===== config.mk =====
export PLATFORM = sky130hd
export DESIGN_NAME = pc_next_sel
export DESIGN_NICKNAME = d
export VERILOG_FILES = /design/src/rtl/pc_next_sel.sv
export SDC_FILE = /design/constraint.sdc
export NUM_CORES = 1
export LEC_CHECK = 0
export CORE_MARGIN = 2
export CORE_UTILIZATION = 45
export CTS_BUF_LIST = sky130_fd_sc_hd__clkbuf_2 sky130_fd_sc_hd__clkbuf_4 sky130_fd_sc_hd__clkbuf_8
export CTS_CLUSTER_DIAMETER = 60
export CTS_CLUSTER_SIZE = 12
export DETAILED_ROUTE_END_ITERATION = 10
export PLACE_DENSITY = 0.76
export SLEW_MARGIN = 25
export SYNTH_ARGS = -nofsm -noshare
export SYNTH_HDL_FRONTEND = slang
export SYNTH_SLANG_ARGS = --single-unit

===== constraint.sdc =====
create_clock -name clk -period 2.2 [get_ports clk]
set_clock_uncertainty 0.05 [all_clocks]
set_input_delay 0.22 -clock clk [delete_from_list [all_inputs] [get_ports clk]]
set_output_delay 0.22 -clock clk [all_outputs]
set_load 0.02 [all_outputs]

===== src/rtl/pc_next_sel.sv =====
// -----------------------------------------------------------------------------
// pc_next_sel
//   Fetch-stage next-PC selector. This block owns the PC register.
//   - Redirect requests from NSRC sources are arbitrated by fixed priority.
//     Index 0 has the highest priority.
//   - The PC advances by PC_STEP when there is no redirect.
//   - A redirect that arrives while stalled is held in a one-entry pending
//     buffer and is applied on the first unstalled edge. A newer request of
//     equal or higher priority replaces the buffered one.
//
// Ports
//   clk            in   1        rising-edge clock
//   rst            in   1        asynchronous, active-high reset
//   stall          in   1        hold PC this cycle
//   src_valid      in   NSRC     per-source redirect request (level)
//   src_addr       in   NSRC*AW  target of source i at [i*AW +: AW]
//   pc             out  AW       current PC (registered)
//   pcload         out  1        pulse: pc was loaded from a redirect
//   redirect_src   out  SW       index of the applied source (valid with pcload)
//   pending_valid  out  1        pending-redirect buffer occupied
//   misalign       out  1        pulse: the applied target has addr[1:0] != 0
// -----------------------------------------------------------------------------
module pc_next_sel #(
  parameter int              AW       = 32,
  parameter int              NSRC     = 3,
  parameter int              SW       = 2,
  parameter logic [AW-1:0]   RESET_PC = '0,
  parameter int              PC_STEP  = 4
) (
  input  logic               clk,
  input  logic               rst,
  input  logic               stall,
  input  logic [NSRC-1:0]    src_valid,
  input  logic [NSRC*AW-1:0] src_addr,
  output logic [AW-1:0]      pc,
  output logic               pcload,
  output logic [SW-1:0]      redirect_src,
  output logic               pending_valid,
  output logic               misalign
);

  // The pending buffer is a two-state machine: empty or holding one redirect.
  localparam logic [0:0] IDLE = 1'b0;
  localparam logic [0:0] HELD = 1'b1;

  logic [0:0]    state;
  logic [SW-1:0] pend_idx;
  logic [AW-1:0] pend_addr;

  logic          req;
  logic [SW-1:0] win;
  logic [AW-1:0] win_addr;
  logic          take_new;

  // Fixed-priority arbiter. The scan runs from the lowest-priority source
  // upward, so the last match (the lowest index) is the one that wins.
  // NOTE: every signal assigned in always_comb gets a default first.
  //       Otherwise a path that leaves a signal unassigned infers a latch.
  always_comb begin
    win      = '0;
    win_addr = '0;
    for (int i = NSRC - 1; i >= 0; i--) begin
      if (src_valid[i]) begin
        win      = SW'(i);
        win_addr = src_addr[i*AW +: AW];
      end
    end
  end

  assign req = |src_valid;

  // A live request beats the buffered entry unless the buffered entry has a
  // strictly higher priority. For an equal index, the newer target wins.
  assign take_new = req && ((state == IDLE) || (win <= pend_idx));

  assign pending_valid = (state == HELD);

  // NOTE: sequential state uses non-blocking assignments only. Every
  //       register then samples pre-edge values, whatever the statement order.
  // NOTE: the buffer payload is reset together with its valid flag.
  //       The registers are few, and a deterministic post-reset value
  //       keeps the outputs free of X.
  always_ff @(posedge clk or posedge rst) begin
    if (rst) begin
      pc           <= RESET_PC;
      pcload       <= 1'b0;
      redirect_src <= '0;
      misalign     <= 1'b0;
      state        <= IDLE;
      pend_idx     <= '0;
      pend_addr    <= '0;
    end else if (stall) begin
      pcload   <= 1'b0;
      misalign <= 1'b0;
      if (take_new) begin
        state     <= HELD;
        pend_idx  <= win;
        pend_addr <= win_addr;
      end
    end else begin
      if (take_new) begin
        pc           <= win_addr;
        redirect_src <= win;
        pcload       <= 1'b1;
        misalign     <= |win_addr[1:0];
      end else if (state == HELD) begin
        pc           <= pend_addr;
        redirect_src <= pend_idx;
        pcload       <= 1'b1;
        misalign     <= |pend_addr[1:0];
      end else begin
        // Sequential fetch. The sum is truncated to AW bits, so it wraps.
        pc       <= pc + AW'(PC_STEP);
        pcload   <= 1'b0;
        misalign <= 1'b0;
      end
      // Any unstalled edge drains the buffer. A lower-priority buffered
      // entry that lost to a live request is dropped here.
      state <= IDLE;
    end
  end

endmodule

# --- After elaboration in Yosys (flattened, before gate mapping) ---
# Index checks and enable logic that the tools add are counted.
classes:
  order_cmp: 1
  bitwise: 2
  n_mux: 18
  add_sub_neg: 1
  reduce_logical: 8
  n_eq_ne: 1
op_table:
  columns: ["operator", "n"]
  rows:
  - ["two-way mux 32 bit", 5]
  - ["adder 32 x 3 -> 32 bit, second input constant", 1]
  - ["two-way mux 2 bit", 5]
  - ["two-way mux 1 bit", 8]
  - ["AND reduction 2 bit", 2]
  - ["OR reduction 2 bit", 2]
  - ["OR reduction 3 bit", 1]
  - ["less-or-equal comparator 2 bit", 1]
  - ["!= test 2 x 1 -> 1 bit, second input constant", 1]
  - ["NOT 1 bit", 2]
  - ["nonzero test 2 bit", 1]
  - ["logical AND 1 bit", 1]
  - ["logical OR 1 bit", 1]
totals:
  elab_cells: 38
  reg_bits: 71
  in_bits: 102

# --- Longest topological paths before layout ---
depth:
  ltp_word: 8
  depth_mapped: 13
  mapped_depth_nobuf: 8

# --- Worst setup path before layout ---
# No wires, ideal clock.
synth_path:
  kind: "input -> register"
  startpoint: "input port src_valid[1]"
  endpoint: "register pc[31]"
  required_ns: 2.008
  t_arrival_ns: 2.459
  path_stages: 13
  slack_ns: -0.451
  n_path_buf: 5
  cell_sequence: "clkbuf_1 buf_2 buf_2 or2_2 nor2_1 ha_1 nor2b_1 o211a_1 buf_2 nor2_1 clkbuf_1 a21o_1 o221ai_1"
synth_via:
  elab_chain_cells: 6
synth_rtl:
  columns: ["item", "line_no", "source"]
  rows:
  - ["start: declaration", "33", "input logic [NSRC-1:0] src_valid,"]
  - ["two-way mux 2 bit (2 in series)", "63", "if (src_valid[i]) begin"]
  - ["via win[1]", "51", "logic [SW-1:0] win;"]
  - ["less-or-equal comparator 2 bit", "74", "assign take_new = req && ((state == IDLE) || (win <= pend_idx));"]
  - ["logical OR 1 bit", "74", null]
  - ["logical AND 1 bit", "74", null]
  - ["two-way mux 32 bit", "101", "if (take_new) begin"]
  - ["end signal: assignment", "102", "pc <= win_addr;"]
  - ["end signal: assignment", "107", "pc <= pend_addr;"]
  - ["end signal: assignment", "113", "pc <= pc + AW'(PC_STEP);"]
  - ["end: declaration", "35", "output logic [AW-1:0] pc,"]
# The timed path passes the listed nets, and every way through them passes these cells.
# A chain may end at the register's enable or synchronous reset.

# --- Worst setup path in the final report ---
layout_path:
  startpoint: "input port src_valid[1]"
  endpoint: "register pc[25]"
# The elaborated chain is that of the path after synthesis.

==> metrics.txt <==
status=complete, no violations; Seq/Total Area, Yosys=37.8%; vias=4990; # diodes=0; post-route ant nets=0; GRT Util Overall=27.0%; final cell count without fillers=845; register bit total from synthesis=71; Worst path most repeated cell=buf_4; dpl ws=-448 ps; DRC errors left=0; Initial DRC Count=403; Slew @ Worst Pin=613 ps; grt total ovfl=0; Ports=139; fmax=465 MHz; first-pass GRT wire length=24200 microns; number of vias per cell=5.91; Post-DP HPWL=11200 microns; nets=809; syn nets=640; type of element capturing the critical path=flop; relative slew slack=59.1%; placed cell area=6640 sq um; clock root cell=clkbuf_8; Primary FF master, synth=dfrtp_1; Die Ht=106 microns; max-cap violation count=0; 1st-pass router iterations=6; CTS tree=done; CTS Buf Count=9; hold slack=195 ps; most frequent cells in the layout=clkdlybuf4s50_1, dfrtp_1, nand2_1, buf_4, o21ai_0; Buffers & Inverters on Critical Path=3; Startpoint Class=input port; share of cells above drive strength 1=20.5%; post-synthesis cell type count=63; delay-heaviest family, CP=buffers and inverters; num rows=37; worst skew pair latency=350 ps; Leak Pwr=0.00281 uW; area grow syn2layout=49.0%; Initial Util=45.9%; Clock Sinks=71; Post-synth EDFFs=0; Die Width=106 microns; via count of the first global-routing pass=4729; largest net degree at the start of global routing=72; Hold Vio Cnt, Final=0; IO buf count=138; Setup Crit Path Kind=in -> reg; Hold WC Path Type=in -> async; commonest non-fill, non-tap cell in the layout=clkdlybuf4s50_1; detailed-route wire length per cell=18.1 microns; full die area=11300 sq um; Cell Area, Synth=4700 sq um; number of cells after detailed placement=827; slowest CP cell=clkdlybuf4s50_1; FFs w/ async S/R, synth=100%; worst path arrival time=2330 ps; H-tree levels=3; core area=10200 sq um; synth warn=0; worst path cell trace=clkdlybuf4s50_1 -> or2_4 -> nor2_4 -> ha_4 -> nand2_1 -> buf_4 -> o211ai_2 -> buf_4 -> a211o_1 -> o211ai_1 -> a21oi_1; Synth Instances=535; CP max FO=5; Max VDD drop=332 uV; Sum Neg Setup Slack=0 ps; Mapped Avg Cell Area=8.78 sq um; initial antenna violation count=0; setup ws final=48.9 ps; post-layout min period=2150 ps; Max Root-Sink Buffers=2; Crit path largest cell delay=410 ps; clock-pin transition on the worst setup and hold timing paths=80 ps; Slew Viols, Final=0; Design Area, Final=7000 sq um; CP Data Required Time=2380 ps; Detailed Route WL=15300 microns; fin crit share=97.8%; PwrDens=735 nW/um^2; endpoints failing setup=0; Hold Buf Count CTS=0; Final GP Congestion=0.860
-- worst paths after layout --
check,from,endpoint,slack (ps),depth (start not counted)
hold / removal,rst,pc[8]$_DFFE_PP0N_,190,3
min in group clk,src_valid[0],pend_idx[1]$_DFFE_PP0P_,270,4
setup reg to reg,pend_idx[1]$_DFFE_PP0P_,pc[28]$_DFFE_PP0N_,140,8
setup / recovery,src_valid[1],pc[25]$_DFFE_PP0N_,50,11
hold reg to reg,redirect_src[1]$_DFFE_PP0P_,redirect_src[1]$_DFFE_PP0P_,460,1
max in group asynchronous,rst,pc[6]$_DFFE_PP0N_,1580,3
-- synth_stat cells (all sizes together), types with 5 or more instances --
master,number,area share [%]
a31oi,10,1.3
nor2b,7,0.93
dfrtp,71,38
and4,5,0.96
nand3,21,2.6
xor2,10,1.9
o22ai,7,0.93
o211ai,15,2.5
a21oi,32,3.4
or3,5,0.67
nand3b,7,1.1
nand4,13,2.2
xnor2,8,1.5
o21ai,42,4.5
clkbuf,19,1.5
buf,25,2.8
mux2i,5,1.1
mux2,29,7.0
nor3,10,1.3
a211oi,10,1.6
nand2,68,5.4
inv,9,0.72
a22oi,26,4.2
nor2,28,2.3
and3,5,0.67
-- what timing repair did --
| action | 4_1_cts | 5_1_grt |
|---|---|---|
| setup buffers | 1 | 0 |
| setup endpoints to repair | 40 | 24 |
| gates cloned | 1 | 0 |
| gates resized for setup | 0 | 20 |
| pin swaps | 1 | 3 |
-- registers in the layout, summed over array words and instances (netlist names) --
signal / count
pc: 32
pcload: 1
misalign: 1
pend_idx: 2
pend_addr: 32
redirect_src: 2
pending_valid: 1
-- logic make-up after synthesis --
family                   synth area share [%]
AO/OA/AOI/OAI                            24.1
XOR/XNOR                                 3.36
adder cells (fa/ha/maj)                 0.799
buffers and inverters                    5.11
flip-flops                               37.8
multiplexers                             8.02
AND/OR/NAND/NOR                          20.8
-- power breakdown --
part	total, uW	internal [uW]	switching, uW	leakage, uW
Sequential	1850	1590	267	0.000862
Clock	1290	757	532	0.000123
Combinational	2000	1030	975	0.00183
Total	5150	3370	1770	0.00281
-- through the flow --
stage / util [%] / total power [uW]
2_1_floorplan: - / 2900
6_report: 68.4 / 5150
5_1_grt: 68.4 / 5390
3_3_place_gp: 64.9 / 3730
3_5_place_dp: 64.9 / 3780
4_1_cts: 67.5 / 5090
-- layer usage --
metal  share of wire (%)  GRT usage (%)  wire [microns]
met4                 1.6           9.12             252
met3                 7.6           5.15            1160
met5                   0              0               0
met1                  43           37.2            6560
met2                  48           42.5            7310
-- worst reg2reg max path: stages (launching register included) --
cell	delay (ps)
dfrtp_1	380
inv_1	80
ha_4	270
nor2b_4	220
o211a_4	230
nor2_4	60
buf_4	160
a211oi_1	340
o22ai_1	150
-- cell type report --
type	instances	area (sq um)
sequential	71	1780
tap	136	170
clock inverter	7	121
inverter	10	37.5
multi-input combinational	411	2830
fill	808	3230
clock buffer	9	124
timing repair buffer	201	1930
No activity file was read; power rests on OpenSTA's default activity.
